==> config.mk <==
export PLATFORM = sky130hd
export DESIGN_NAME = display_sync_decoder_flat
export DESIGN_NICKNAME = d
export VERILOG_FILES = /design/src/rtl/display_sync_decoder_if.sv /design/src/rtl/display_sync_decoder.sv /design/src/flat_wrapper.sv
export SDC_FILE = /design/constraint.sdc
export NUM_CORES = 1
export LEC_CHECK = 0
export CORE_MARGIN = 4
export CORE_UTILIZATION = 58
export DETAILED_ROUTE_END_ITERATION = 12
export PLACE_DENSITY = 0.84
export SYNTH_ARGS = -nofsm -noshare
export SYNTH_HDL_FRONTEND = slang
export SYNTH_SLANG_ARGS = --single-unit
==> constraint.sdc <==
create_clock -name clk_pix -period 7.21 [get_ports clk_pix]
set_input_delay 0.721 -clock clk_pix [delete_from_list [all_inputs] [get_ports clk_pix]]
set_output_delay 0.721 -clock clk_pix [all_outputs]
set_load 0.01 [all_outputs]
==> src/rtl/display_sync_decoder_if.sv <==
// Pixel-stream bundle for display_sync_decoder.
//   master : stream source / result consumer (drives hsync, vsync, de, in_*)
//   slave  : the decoder (drives sx, sy, out_*, frame, line, h_meas, v_meas, locked)
interface display_sync_decoder_if #(
  parameter int CORDW = 16
);
  logic             hsync;
  logic             vsync;
  logic             de;
  logic [3:0]       in_r;
  logic [3:0]       in_g;
  logic [3:0]       in_b;
  logic [CORDW-1:0] sx;
  logic [CORDW-1:0] sy;
  logic             out_de;
  logic [3:0]       out_r;
  logic [3:0]       out_g;
  logic [3:0]       out_b;
  logic             frame;
  logic             line;
  logic [CORDW-1:0] h_meas;
  logic [CORDW-1:0] v_meas;
  logic             locked;

  modport master (
    output hsync, vsync, de, in_r, in_g, in_b,
    input  sx, sy, out_de, out_r, out_g, out_b, frame, line, h_meas, v_meas, locked
  );

  modport slave (
    input  hsync, vsync, de, in_r, in_g, in_b,
    output sx, sy, out_de, out_r, out_g, out_b, frame, line, h_meas, v_meas, locked
  );
endinterface

==> src/rtl/display_sync_decoder.sv <==
// Recovers sx/sy, frame/line pulses, active width/height and a lock flag
// from a VGA-style pixel stream.
//   clk_pix   : pixel clock of the incoming stream
//   rst_pix_n : asynchronous active-low reset
//   bus       : slave side of display_sync_decoder_if (stream in, results out)
// Pixel outputs lag the input by 2 cycles; locked lags the lock state by 1.
module display_sync_decoder #(
  parameter int CORDW       = 16,
  parameter int H_RES       = 640,
  parameter int V_RES       = 480,
  parameter bit HS_POL      = 1'b0,
  parameter bit VS_POL      = 1'b0,
  parameter int LOCK_FRAMES = 2,
  parameter int TIMEOUT     = 1048576
) (
  input  logic                  clk_pix,
  input  logic                  rst_pix_n,
  display_sync_decoder_if.slave bus
);
  localparam int GW = $clog2(LOCK_FRAMES + 1);
  localparam int TW = $clog2(TIMEOUT + 1);
  localparam logic [CORDW-1:0] CMAX = '1;

  typedef enum logic [1:0] {SEARCH, TRACK, LOCKED} lock_state_t;

  logic             s1_hs, s1_vs, s1_de;
  logic [3:0]       s1_r, s1_g, s1_b;
  logic             d_vs, d_de;
  logic             hs_act, vs_edge, de_rise, de_fall;
  logic [CORDW-1:0] x_q, y_q, sy_q, x_next, y_next, lines_total;
  logic [CORDW-1:0] h_meas_q, v_meas_q;
  logic             ferr_q, h_bad, frame_bad;
  logic             out_de_q, frame_q, line_q, locked_q;
  logic [3:0]       out_r_q, out_g_q, out_b_q;
  lock_state_t      state_q, state_d;
  logic [GW-1:0]    good_q, good_d, good_inc;
  logic [TW-1:0]    to_q;
  logic             to_hit;

  // Stage 1 plus the delayed copy used for edge detection
  always_ff @(posedge clk_pix or negedge rst_pix_n) begin
    if (!rst_pix_n) begin
      s1_hs <= 1'b0;
      s1_vs <= 1'b0;
      s1_de <= 1'b0;
      s1_r  <= '0;
      s1_g  <= '0;
      s1_b  <= '0;
      d_vs  <= 1'b0;
      d_de  <= 1'b0;
    end else begin
      s1_hs <= bus.hsync;
      s1_vs <= bus.vsync;
      s1_de <= bus.de;
      s1_r  <= bus.in_r;
      s1_g  <= bus.in_g;
      s1_b  <= bus.in_b;
      d_vs  <= s1_vs;
      d_de  <= s1_de;
    end
  end

  always_comb begin
    hs_act      = (s1_hs == HS_POL);
    vs_edge     = (s1_vs == VS_POL) && (d_vs != VS_POL);
    de_rise     = s1_de && !d_de;
    de_fall     = !s1_de && d_de;
    x_next      = (x_q == CMAX) ? CMAX : x_q + 1'b1;
    y_next      = (y_q == CMAX) ? CMAX : y_q + 1'b1;
    // A de_fall coinciding with vs_edge still belongs to the closing frame
    lines_total = de_fall ? y_next : y_q;
    h_bad       = de_fall && (x_next != CORDW'(H_RES));
    frame_bad   = ferr_q || h_bad || (lines_total != CORDW'(V_RES));
  end

  // hsync only carries polarity; coordinates are derived from de alone
  a_hs_outside_de: assert property (@(posedge clk_pix) disable iff (!rst_pix_n)
    !(hs_act && s1_de));

  always_ff @(posedge clk_pix or negedge rst_pix_n) begin
    if (!rst_pix_n) begin
      x_q      <= '0;
      y_q      <= '0;
      sy_q     <= '0;
      h_meas_q <= '0;
      v_meas_q <= '0;
      ferr_q   <= 1'b0;
      out_de_q <= 1'b0;
      out_r_q  <= '0;
      out_g_q  <= '0;
      out_b_q  <= '0;
      frame_q  <= 1'b0;
      line_q   <= 1'b0;
    end else begin
      // x_q is written in the same edge as out_de, so it already aligns with it
      if (de_rise)     x_q <= '0;
      else if (s1_de)  x_q <= x_next;
      if (vs_edge)      y_q <= '0;
      else if (de_fall) y_q <= y_next;
      sy_q <= y_q;
      // Pixel count of the ended line is last x + 1
      if (de_fall) h_meas_q <= x_next;
      if (vs_edge) v_meas_q <= lines_total;
      if (vs_edge)    ferr_q <= 1'b0;
      else if (h_bad) ferr_q <= 1'b1;
      out_de_q <= s1_de;
      out_r_q  <= s1_r;
      out_g_q  <= s1_g;
      out_b_q  <= s1_b;
      frame_q  <= vs_edge;
      line_q   <= de_rise;
    end
  end

  assign good_inc = good_q + 1'b1;
  assign to_hit   = (to_q == TW'(TIMEOUT - 1));

  always_comb begin
    state_d = state_q;
    good_d  = good_q;
    case (state_q)
      SEARCH: begin
        if (vs_edge) begin
          state_d = TRACK;
          good_d  = '0;
        end
      end
      TRACK: begin
        if (vs_edge) begin
          if (frame_bad) begin
            good_d = '0;
          end else begin
            good_d = good_inc;
            if (good_inc == GW'(LOCK_FRAMES)) state_d = LOCKED;
          end
        end else if (to_hit) begin
          state_d = SEARCH;
          good_d  = '0;
        end
      end
      LOCKED: begin
        if (vs_edge) begin
          if (frame_bad) begin
            state_d = TRACK;
            good_d  = '0;
          end
        end else if (to_hit) begin
          state_d = SEARCH;
          good_d  = '0;
        end
      end
      default: begin
        state_d = SEARCH;
        good_d  = '0;
      end
    endcase
  end

  always_ff @(posedge clk_pix or negedge rst_pix_n) begin
    if (!rst_pix_n) begin
      state_q  <= SEARCH;
      good_q   <= '0;
      to_q     <= '0;
      locked_q <= 1'b0;
    end else begin
      state_q  <= state_d;
      good_q   <= good_d;
      if (vs_edge || state_q == SEARCH) to_q <= '0;
      else if (!to_hit)                 to_q <= to_q + 1'b1;
      locked_q <= (state_q == LOCKED);
    end
  end

  assign bus.sx     = x_q;
  assign bus.sy     = sy_q;
  assign bus.out_de = out_de_q;
  assign bus.out_r  = out_r_q;
  assign bus.out_g  = out_g_q;
  assign bus.out_b  = out_b_q;
  assign bus.frame  = frame_q;
  assign bus.line   = line_q;
  assign bus.h_meas = h_meas_q;
  assign bus.v_meas = v_meas_q;
  assign bus.locked = locked_q;
endmodule

==> src/flat_wrapper.sv <==
// flat-port wrapper written by rule: the top's interface ports become plain ports
module display_sync_decoder_flat 
#(
  parameter int CORDW       = 16,
  parameter int H_RES       = 640,
  parameter int V_RES       = 480,
  parameter bit HS_POL      = 1'b0,
  parameter bit VS_POL      = 1'b0,
  parameter int LOCK_FRAMES = 2,
  parameter int TIMEOUT     = 1048576
)
  (clk_pix, rst_pix_n, bus_hsync, bus_vsync, bus_de, bus_in_r, bus_in_g, bus_in_b, bus_sx, bus_sy, bus_out_de, bus_out_r, bus_out_g, bus_out_b, bus_frame, bus_line, bus_h_meas, bus_v_meas, bus_locked);
  display_sync_decoder_if #(.CORDW(CORDW)) bus_i ();
  input  logic clk_pix;
  input  logic rst_pix_n;
  input wire logic [$bits(bus_i.hsync)-1:0] bus_hsync;
  input wire logic [$bits(bus_i.vsync)-1:0] bus_vsync;
  input wire logic [$bits(bus_i.de)-1:0] bus_de;
  input wire logic [$bits(bus_i.in_r)-1:0] bus_in_r;
  input wire logic [$bits(bus_i.in_g)-1:0] bus_in_g;
  input wire logic [$bits(bus_i.in_b)-1:0] bus_in_b;
  output wire logic [$bits(bus_i.sx)-1:0] bus_sx;
  output wire logic [$bits(bus_i.sy)-1:0] bus_sy;
  output wire logic [$bits(bus_i.out_de)-1:0] bus_out_de;
  output wire logic [$bits(bus_i.out_r)-1:0] bus_out_r;
  output wire logic [$bits(bus_i.out_g)-1:0] bus_out_g;
  output wire logic [$bits(bus_i.out_b)-1:0] bus_out_b;
  output wire logic [$bits(bus_i.frame)-1:0] bus_frame;
  output wire logic [$bits(bus_i.line)-1:0] bus_line;
  output wire logic [$bits(bus_i.h_meas)-1:0] bus_h_meas;
  output wire logic [$bits(bus_i.v_meas)-1:0] bus_v_meas;
  output wire logic [$bits(bus_i.locked)-1:0] bus_locked;
  assign bus_i.hsync = bus_hsync;
  assign bus_i.vsync = bus_vsync;
  assign bus_i.de = bus_de;
  assign bus_i.in_r = bus_in_r;
  assign bus_i.in_g = bus_in_g;
  assign bus_i.in_b = bus_in_b;
  assign bus_sx = bus_i.sx;
  assign bus_sy = bus_i.sy;
  assign bus_out_de = bus_i.out_de;
  assign bus_out_r = bus_i.out_r;
  assign bus_out_g = bus_i.out_g;
  assign bus_out_b = bus_i.out_b;
  assign bus_frame = bus_i.frame;
  assign bus_line = bus_i.line;
  assign bus_h_meas = bus_i.h_meas;
  assign bus_v_meas = bus_i.v_meas;
  assign bus_locked = bus_i.locked;
  display_sync_decoder #(.CORDW(CORDW), .H_RES(H_RES), .V_RES(V_RES), .HS_POL(HS_POL), .VS_POL(VS_POL), .LOCK_FRAMES(LOCK_FRAMES), .TIMEOUT(TIMEOUT)) u_core (.clk_pix(clk_pix), .rst_pix_n(rst_pix_n), .bus(bus_i));
endmodule
Word level (Yosys, flattened, before mapping)
Cells that the tools add are included.
{ "word_totals": {"elab_cells": 79, "regBits": 137, "in_bits": 17} }
{ "classes": {"reduce_logical": 14, "eq_ne": 13, "n_bitwise": 1, "mux": 25, "add_sub_neg": 4} }
{ "ops": {"columns": ["op", "n"], "rows": [
  ["$mux W16", 6],
  ["$mux W21", 2],
  ["$add A16 B1 Y16 const B", 2],
  ["$eq A16 B16 Y1 const B", 2],
  ["$mux W2", 13],
  ["$add A21 B1 Y21 const B", 1],
  ["$eq A21 B20 Y1 const B", 1],
  ["$ne A16 B10 Y1 const B", 1],
  ["$ne A16 B9 Y1 const B", 1],
  ["$pmux W2 S3", 2],
  ["$ne A3 B3 Y1 const B", 3],
  ["$eq A2 B2 Y1 const B", 2],
  ["$logic_and A1 B1 Y1", 4],
  ["$reduce_and A4 Y1", 1],
  ["$reduce_bool A2 Y1", 2],
  ["$logic_or A1 B1 Y1", 3],
  ["$add A2 B1 Y2 const B", 1],
  ["$eq A2 B1 Y1 const B", 1],
  ["$logic_not A1 Y1", 2],
  ["$logic_not A2 Y1", 1],
  ["$mux W1", 2],
  ["$ne A2 B1 Y1 const B", 1],
  ["$ne A2 B2 Y1 const B", 1],
  ["$reduce_and A2 Y1", 1],
  ["$not A1 Y1", 1]
]} }

Depth between registers and ports, before layout
Gate-level depths: netlist of run 1.
{ "depth": {"word_depth": 9, "ltp_mapped": 10, "mapped_depth_nobuf": 9} }

Least setup slack after synthesis of run 1
Ideal clock, no wire load.
{ "synth_timing": {"path_kind": "register -> register", "startpoint": "reg u_core.x_q[1] (netlist: u_core.bus.sx[1])", "endpoint": "reg u_core.state_q[1]", "path_stages_with_launch": 11, "arrival_time_ns": 2.630, "setup_ns": 0.124, "path_slack_ns": 4.456, "period_less_slack_ns": 2.754, "path_cell_list": "dfrtp_1 ha_1 buf_2 nand4_2 nor4_4 mux2_1 a211o_1 o22ai_2 a41o_1 a211oi_1 a211o_1"} }
{ "synth_between": {"elab_chain_cells": 8, "word_cells_on_any_way": 10, "cone_classes": "add/sub (1); eq/ne (4); mux (1); reduce/logical (4)"} }
{ "synth_rtl": {"columns": ["element", "line", "source"], "rows": [
  ["start, declared", "display_sync_decoder.sv:30", "logic [CORDW-1:0] x_q, y_q, sy_q, x_next, y_next, lines_total;"],
  ["start signal, assigned", "display_sync_decoder.sv:97", "else if (s1_de) x_q <= x_next;"],
  ["$add A16 B1 Y16 or $eq A16 B16 Y1 (tied branches)", "display_sync_decoder.sv:68", "x_next = (x_q == CMAX) ? CMAX : x_q + 1'b1;"],
  ["$mux W16 *", "display_sync_decoder.sv:68", null],
  ["$ne A16 B10 Y1 *", "display_sync_decoder.sv:72", "h_bad = de_fall && (x_next != CORDW'(H_RES));"],
  ["$logic_and A1 B1 Y1 *", "display_sync_decoder.sv:72", null],
  ["$logic_or A1 B1 Y1 * (2 in a row)", "display_sync_decoder.sv:73", "frame_bad = ferr_q || h_bad || (lines_total != CORDW'(V_RES));"],
  ["$ne A3 B3 Y1 (no source line)", null, null],
  ["$reduce_and A4 Y1 (no source line) *", null, null],
  ["end signal, assigned", "display_sync_decoder.sv:166", "state_q <= state_d;"],
  ["end, declared", "display_sync_decoder.sv:35", "lock_state_t state_q, state_d;"]
]} }
Every way passes the cells marked *; elsewhere a longest branch is shown, timed or not.
A chain may end at the register's enable or synchronous reset.

Worst setup path in the final report of run 1
{ "layout_timing": {"startpoint": "reg u_core.d_de", "endpoint": "reg u_core.state_q[1]"} }
{ "layout_between": {"elab_chain_cells": 6, "word_cells_on_any_way": 9, "cone_classes": "eq/ne (3); mux (1); reduce/logical (5)"} }
{ "layout_rtl": {"columns": ["element", "line", "source"], "rows": [
  ["start, declared", "display_sync_decoder.sv:28", "logic d_vs, d_de;"],
  ["start signal, assigned", "display_sync_decoder.sv:50", "d_de <= 1'b0;"],
  ["start signal, assigned", "display_sync_decoder.sv:59", "d_de <= s1_de;"],
  ["$logic_and A1 B1 Y1 *", "display_sync_decoder.sv:67", "de_fall = !s1_de && d_de;"],
  ["$mux W16 or $logic_and A1 B1 Y1 (tied branches)", "display_sync_decoder.sv:71, display_sync_decoder.sv:72", null],
  ["$ne A16 B9 Y1 or $logic_or A1 B1 Y1 (tied branches)", "display_sync_decoder.sv:73", null],
  ["$logic_or A1 B1 Y1 *", "display_sync_decoder.sv:73", null],
  ["$ne A3 B3 Y1 (no source line)", null, null],
  ["$reduce_and A4 Y1 (no source line) *", null, null]
]} }
Marks and branches as above.

==> run metrics, run 1 <==
P per Cell Area=253 mW/mm^2; syn_nets=633; # diodes=0; # port buffers=95; Synth Cell Area=0.00619 sq mm; Layout Nets=712; clock sinks=137; fmax=308 MHz; post-DP HPWL=9600 um; synthesized flop and latch total=137; Area growth syn-to-layout=25.4%; commonest non-fill, non-tap cell in the layout=dfrtp_1; Pleak=3.35 nW; number of global-route vias before repair=5114; Tmin final=3.25 ns; final hold violations=0; setup TNS=0 ns; H-tree levels=4; Post-synth EDFFs=0; distinct cell type count after synthesis=63; Hold/Removal Path Class=primary input to async pin; clock latency on the worst-skew pair=0.53 ns; Post-Syn Area per Cell=10.2 sq um; FP Rows=37; Final ANT Viol Nets=0; Hold Buf Count CTS=0; share of post-route cells with drive strength above 1=0.0759; Final period util=0.450; CP max stage cell=dfrtp_1; router iterations before antenna repair=6; DR WL/cell=18.1 um; most frequent cells in the layout=137 x dfrtp_1, 94 x clkdlybuf4s50_1, 75 x nor2_1; Root Buffer=clkbuf_8; ys async rst share=1.00; arrival time at the worst endpoint=3.66 ns; CP Cell Sequence=nand4b_1, nor2_1, a2bb2oi_1, nand4_1, nor3_2, a41o_1, a211oi_1, a211o_1; die width=111 um; IR drop worst, VDD=0.146 mV; power share of the clock group=0.447; fin. max-slew vios=0; Clock transition at path regs=0.06 ns; die area=0.0124 sq mm; Finish-stage setup viols=0; number of remaining DRC errors=0; Slew @ Worst Pin=1.04 ns; WS Path Type=register to register; overall routing resource usage=0.255; Routed WL=15100 um; Inserted Clock Buffers=17; leading area contributor after synthesis=dfrtp_1; max-cap violations=0; CORE AREA=0.0104 sq mm; Resized cells post-CTS=0; P_int=1.46 mW; largest net degree at the start of global routing=87; CP peak stage delay=0.85 ns; crit start category=register; Die Ht=111 um; Vias/cell=6.09; setup bufs post-CTS=0; largest fanout on the critical path=21; Net Sw Frac=0.254; Worst slew margin=0.307; top cells by area, synth=dfrtp_1 55%, nor2_1 4.6%, o21ai_0 3.6%, nand2_1 3.0%, xnor2_1 2.7%; CTS tree=yes; DR iter-0 viols=571; fin util=0.748; sequential area share after synthesis=0.554; skew final=0.00975 ns; Starting Density=0.597; sequential group share of total power=0.432; Synth warnings=0; grt total ovfl=0; Filler cells=677; Worst Setup End Kind=register; CP Data Required Time=7.62 ns; GP Congestion=0.886; status=finished clean; ys flop type=dfrtp_1; Comb power frac=0.121; via count=5080; Max Root-Sink Buffers=2; first-pass GRT wire length=25500 um; Syn Inst Count=608; I/O pins=97; Yosys top cell area share=0.554; antenna violations before repair=0; sw power=0.499 mW; unrepaired setup endpoints after global routing=false
[metrics by stage]
step	cell area (sq um)	worst slack [ns]	hold slack, ns	instances	power [mW]
final	7760	3.96	0.120	834	1.96
after global routing	7760	3.68	0.146	834	2.04
after CTS	7760	4.04	0.130	834	1.97
after detailed placement	7160	4.02	0.336	804	1.09
after global placement	7160	4.17	0.331	804	1.07
after floorplan	6190	4.46	0.331	608	0.983
[layout make-up]
class	instances	area, sq um	area share
clock inverters	10	143	0.0184
repair buffers	99	982	0.127
inverters	18	67.6	0.00871
well taps	136	170	0.0219
flip-flops and latches	137	3430	0.442
clock buffers	20	455	0.0587
multi-input cells	414	2510	0.324
[path summary, 6_finish.rpt]
kind                                 from                   to  slack, ns  depth (start not counted)
max reg2reg                   u_core.d_de    u_core.state_q[1]       3.96                          8
min reg2reg                u_core.s1_r[3]  u_core.bus.out_r[3]       0.34                          0
min in group clk_pix       u_core.s1_r[3]  u_core.bus.out_r[3]       0.34                          0
max in group asynchronous       rst_pix_n    u_core.bus.sy[14]       5.68                          2
min                             rst_pix_n       u_core.s1_g[3]       0.12                          1
max                           u_core.d_de    u_core.state_q[1]       3.96                          8
[flip-flops by register name, summed over array words and instances (netlist names), 2 cells and up]
| signal | count |
|---|---|
| u_core.bus.out_r | 4 |
| u_core.bus.sy | 16 |
| u_core.bus.v_meas | 16 |
| u_core.good_q | 2 |
| u_core.bus.out_b | 4 |
| u_core.state_q | 2 |
| u_core.s1_r | 4 |
| u_core.s1_b | 4 |
| u_core.to_q | 21 |
| u_core.s1_g | 4 |
| u_core.bus.sx | 16 |
| u_core.bus.h_meas | 16 |
| u_core.bus.out_g | 4 |
| u_core.y_q | 16 |
[layer usage]
metal,share of wire,routed length (um),vias to the layer above,GRT usage
met1,0.40,5990,2471,0.329
met3,0.073,1100,52,0.0666
li1,-,-,2302,-
met5,0,0,-,0
met4,0.029,442,0,0.101
met2,0.50,7580,255,0.413
[power groups by stage]
| stage | sequential (mW) | combinational (mW) | clock [mW] |
|---|---|---|---|
| after floorplan | 0.858 | 0.125 | 0 |
| after global placement | 0.854 | 0.220 | 0 |
| after detailed placement | 0.858 | 0.230 | 0 |
| after CTS | 0.846 | 0.238 | 0.886 |
| after global routing | 0.851 | 0.260 | 0.925 |
| final | 0.846 | 0.237 | 0.877 |
[Yosys cell counts, types with 4 or more instances]
cell type	number
nand4b_1	4
ha_1	8
nor4_1	4
inv_1	18
a31oi_1	14
a21oi_1	31
dfrtp_1	137
nand2b_1	6
o22ai_1	4
o21ai_0	45
mux2i_1	6
nand3_1	31
or3_1	6
buf_2	13
xnor2_1	19
nor3_1	8
xor2_1	15
o31ai_1	7
nand4_1	15
a211o_1	4
clkbuf_1	21
nand2_1	50
and3_1	11
nor2_1	75
[critical path, delay by kind of cell, from the launching register on]
family	cells	cell delay, ns
AOI/OAI and AO/OA	4	1.02
DFF	1	0.85
and+or+nand+nor	4	1.25
[logic make-up (layout without fill, tap and decap cells)]
family | count (synthesis) | count (layout) | synth area share
muxes | 7 | 7 | 0.0115
buffers and inverters | 57 | 147 | 0.0398
DFF | 137 | 137 | 0.554
adders and majority gates | 8 | 8 | 0.0162
and+or+nand+nor | 234 | 234 | 0.198
AOI/OAI and AO/OA | 131 | 131 | 0.132
xor gates and xnor gates | 34 | 34 | 0.0481
No activity file was read; power rests on OpenSTA's default activity.
==> inputs of run 2 (changes only) <==
--- a/config.mk
+++ b/config.mk
@@ -6,9 +6,9 @@
 export NUM_CORES = 1
 export LEC_CHECK = 0
 export CORE_MARGIN = 4
-export CORE_UTILIZATION = 58
+export CORE_UTILIZATION = 49
 export DETAILED_ROUTE_END_ITERATION = 12
-export PLACE_DENSITY = 0.84
+export PLACE_DENSITY = 0.76
 export SYNTH_ARGS = -nofsm -noshare
 export SYNTH_HDL_FRONTEND = slang
 export SYNTH_SLANG_ARGS = --single-unit
==> constraint.sdc (replaced) <==
create_clock -name clk_pix -period 2.75 [get_ports clk_pix]
set_input_delay 0.275 -clock clk_pix [delete_from_list [all_inputs] [get_ports clk_pix]]
set_output_delay 0.275 -clock clk_pix [all_outputs]
set_load 0.01 [all_outputs]
==> run 2 against run 1 <==
  * First-iteration DRC count decreased by 14%
  * Sequential power rose to 2.6 times the previous value
  * Combinational power rose to 2.8 times the previous value
  * Die area up 17%
  * Via count fell by 0.33%
  * Clock power grew to 2.7 times the previous value
  * Largest cell class unchanged
  * Highest routed layer unchanged
==> run metrics, run 2 (synthesis results as in run 1) <==
CP Data Required Time=3.06 ns; Tmin final=2.63 ns; reg-to-reg slack, setup=0.12 ns; cells on worst reg2reg path=10; antenna violations before repair=0; worst flop-to-flop path startpoint=u_core.y_q[1]; clock sinks=137; Non-Filler Instances=904; Final period util=0.955; Top reg by flops=u_core.to_q; share of post-route cells with drive strength above 1=0.128; Inserted Clock Buffers=17; number of remaining DRC errors=0; GRT busiest layer=met2; fmax=381 MHz; Crit Reg-Reg Endpoint=u_core.state_q[1]; Hold Path Origin=bus_vsync; Vias/cell=5.60; H-tree levels=4; Area growth syn-to-layout=31.7%; Clock transition at path regs=0.06 ns; clock latency on the worst-skew pair=0.42 ns; Routed WL=14800 um; Root Buffer=clkbuf_16; met2 Use GR=0.343; Hold/Removal Path Class=primary input to register; unrepaired setup endpoints after global routing=false; Layout Nets=748; CTS tree=yes; CP peak stage delay=0.43 ns; die area=0.0145 sq mm; IR drop worst, VDD=0.447 mV; FP Rows=40; skew final=0.00851 ns; GR Util met1=0.284; via count=5063; Buf/Inv on CP=1; Finish-stage setup viols=0; Max Root-Sink Buffers=2; largest fanout on the critical path=11; setup TNS=0 ns; P per Cell Area=647 mW/mm^2; Slew @ Worst Pin=0.665 ns; Crit path max-delay family=compound AO/OA/AOI/OAI gates; final hold violations=0; fin. max-slew vios=0; Starting Density=0.509; crit start category=register; Worst slew margin=0.557; CORE AREA=0.0122 sq mm; overall routing resource usage=0.216; status=finished clean; die width=120 um; M3 GR Usage=0.0510; first-pass GRT wire length=25100 um; GP Congestion=0.895; commonest non-fill, non-tap cell in the layout=dfrtp_1; I/O pins=97; DR iter-0 viols=491; Final ANT Viol Nets=0; DR WL/cell=16.3 um; fin util=0.670; max-cap violations=0; worst hold path depth=1; Die Ht=120 um; # diodes=0; WS Path Type=register to register; grt total ovfl=0; post-DP HPWL=9940 um; CP Cell Sequence=ha_1, nand3b_4, buf_4, nor4_4, nor3_1, o2111a_1, and2_4, a31oi_1, a211oi_1, a211o_1; most frequent cells in the layout=135 x dfrtp_1, 94 x clkdlybuf4s50_1, 74 x nor2_1; Worst Setup End Kind=register; CP max stage cell=dfrtp_1; number of flip-flops in the largest register=21; number of global-route vias before repair=5143; router iterations before antenna repair=5; setup bufs post-CTS=0; # port buffers=95; Hold EP=u_core.s1_vs; DP Cell Count=871; Filler cells=936; largest net degree at the start of global routing=72; arrival time at the worst endpoint=2.94 ns; Pleak=3.56 nW
run 2: metal layers:
layer,vias to the layer above,wire (um),share of wire
met5,-,0,0
li1,2362,-,-
met3,33,900,0.061
met1,2464,6390,0.43
met2,204,7190,0.49
met4,0,302,0.020
run 2: worst max-delay path by stage:
stage / start / endpoint / slack, ns / cells past startpoint
floorplan: u_core.bus.sx[0] / u_core.state_q[1] / 0.03 / 10
global placement: u_core.y_q[0] / u_core.state_q[1] / 0.23 / 9
detailed placement: u_core.y_q[0] / u_core.state_q[1] / 0.13 / 9
CTS: u_core.y_q[0] / u_core.state_q[1] / 0.11 / 9
global route: u_core.bus.sx[0] / u_core.state_q[1] / 0.02 / 9
finish: u_core.y_q[1] / u_core.state_q[1] / 0.12 / 10
run 2: final cells by class:
type / count / area (sq um) / share of cell area
clock buffers: 21 / 470 / 0.0577
inverters: 18 / 67.6 / 0.00829
flip-flops and latches: 137 / 3430 / 0.421
repair buffers: 135 / 1270 / 0.156
multi-input cells: 414 / 2540 / 0.312
clock inverters: 11 / 158 / 0.0193
well taps: 168 / 210 / 0.0258
run 2: report_power, final:
part	leakage [nW]	switching (mW)	internal [mW]	total, mW
combinational	1.45	0.370	0.290	0.660
clock	0.301	0.892	1.51	2.41
sequential	1.80	0.0826	2.12	2.20
total	3.56	1.34	3.93	5.27
run 2: through the flow:
step / hold WS, ns / power [mW] / setup slack [ns] / instance area (sq um)
after CTS: 0.272 / 5.30 / 0.108 / 8110
after global placement: 0.321 / 2.85 / 0.228 / 7480
after global routing: 0.265 / 5.50 / 0.0172 / 8150
after detailed placement: 0.330 / 2.89 / 0.133 / 7480
final: 0.287 / 5.27 / 0.124 / 8150
after floorplan: -0.0206 / 2.58 / 0.0265 / 6190
run 2: repair_timing:
action,4_1_cts,5_1_grt
endpoints found under the hold margin,69,0
hold buffers,1,0
resized for setup,0,7
endpoints found under the setup margin,0,2
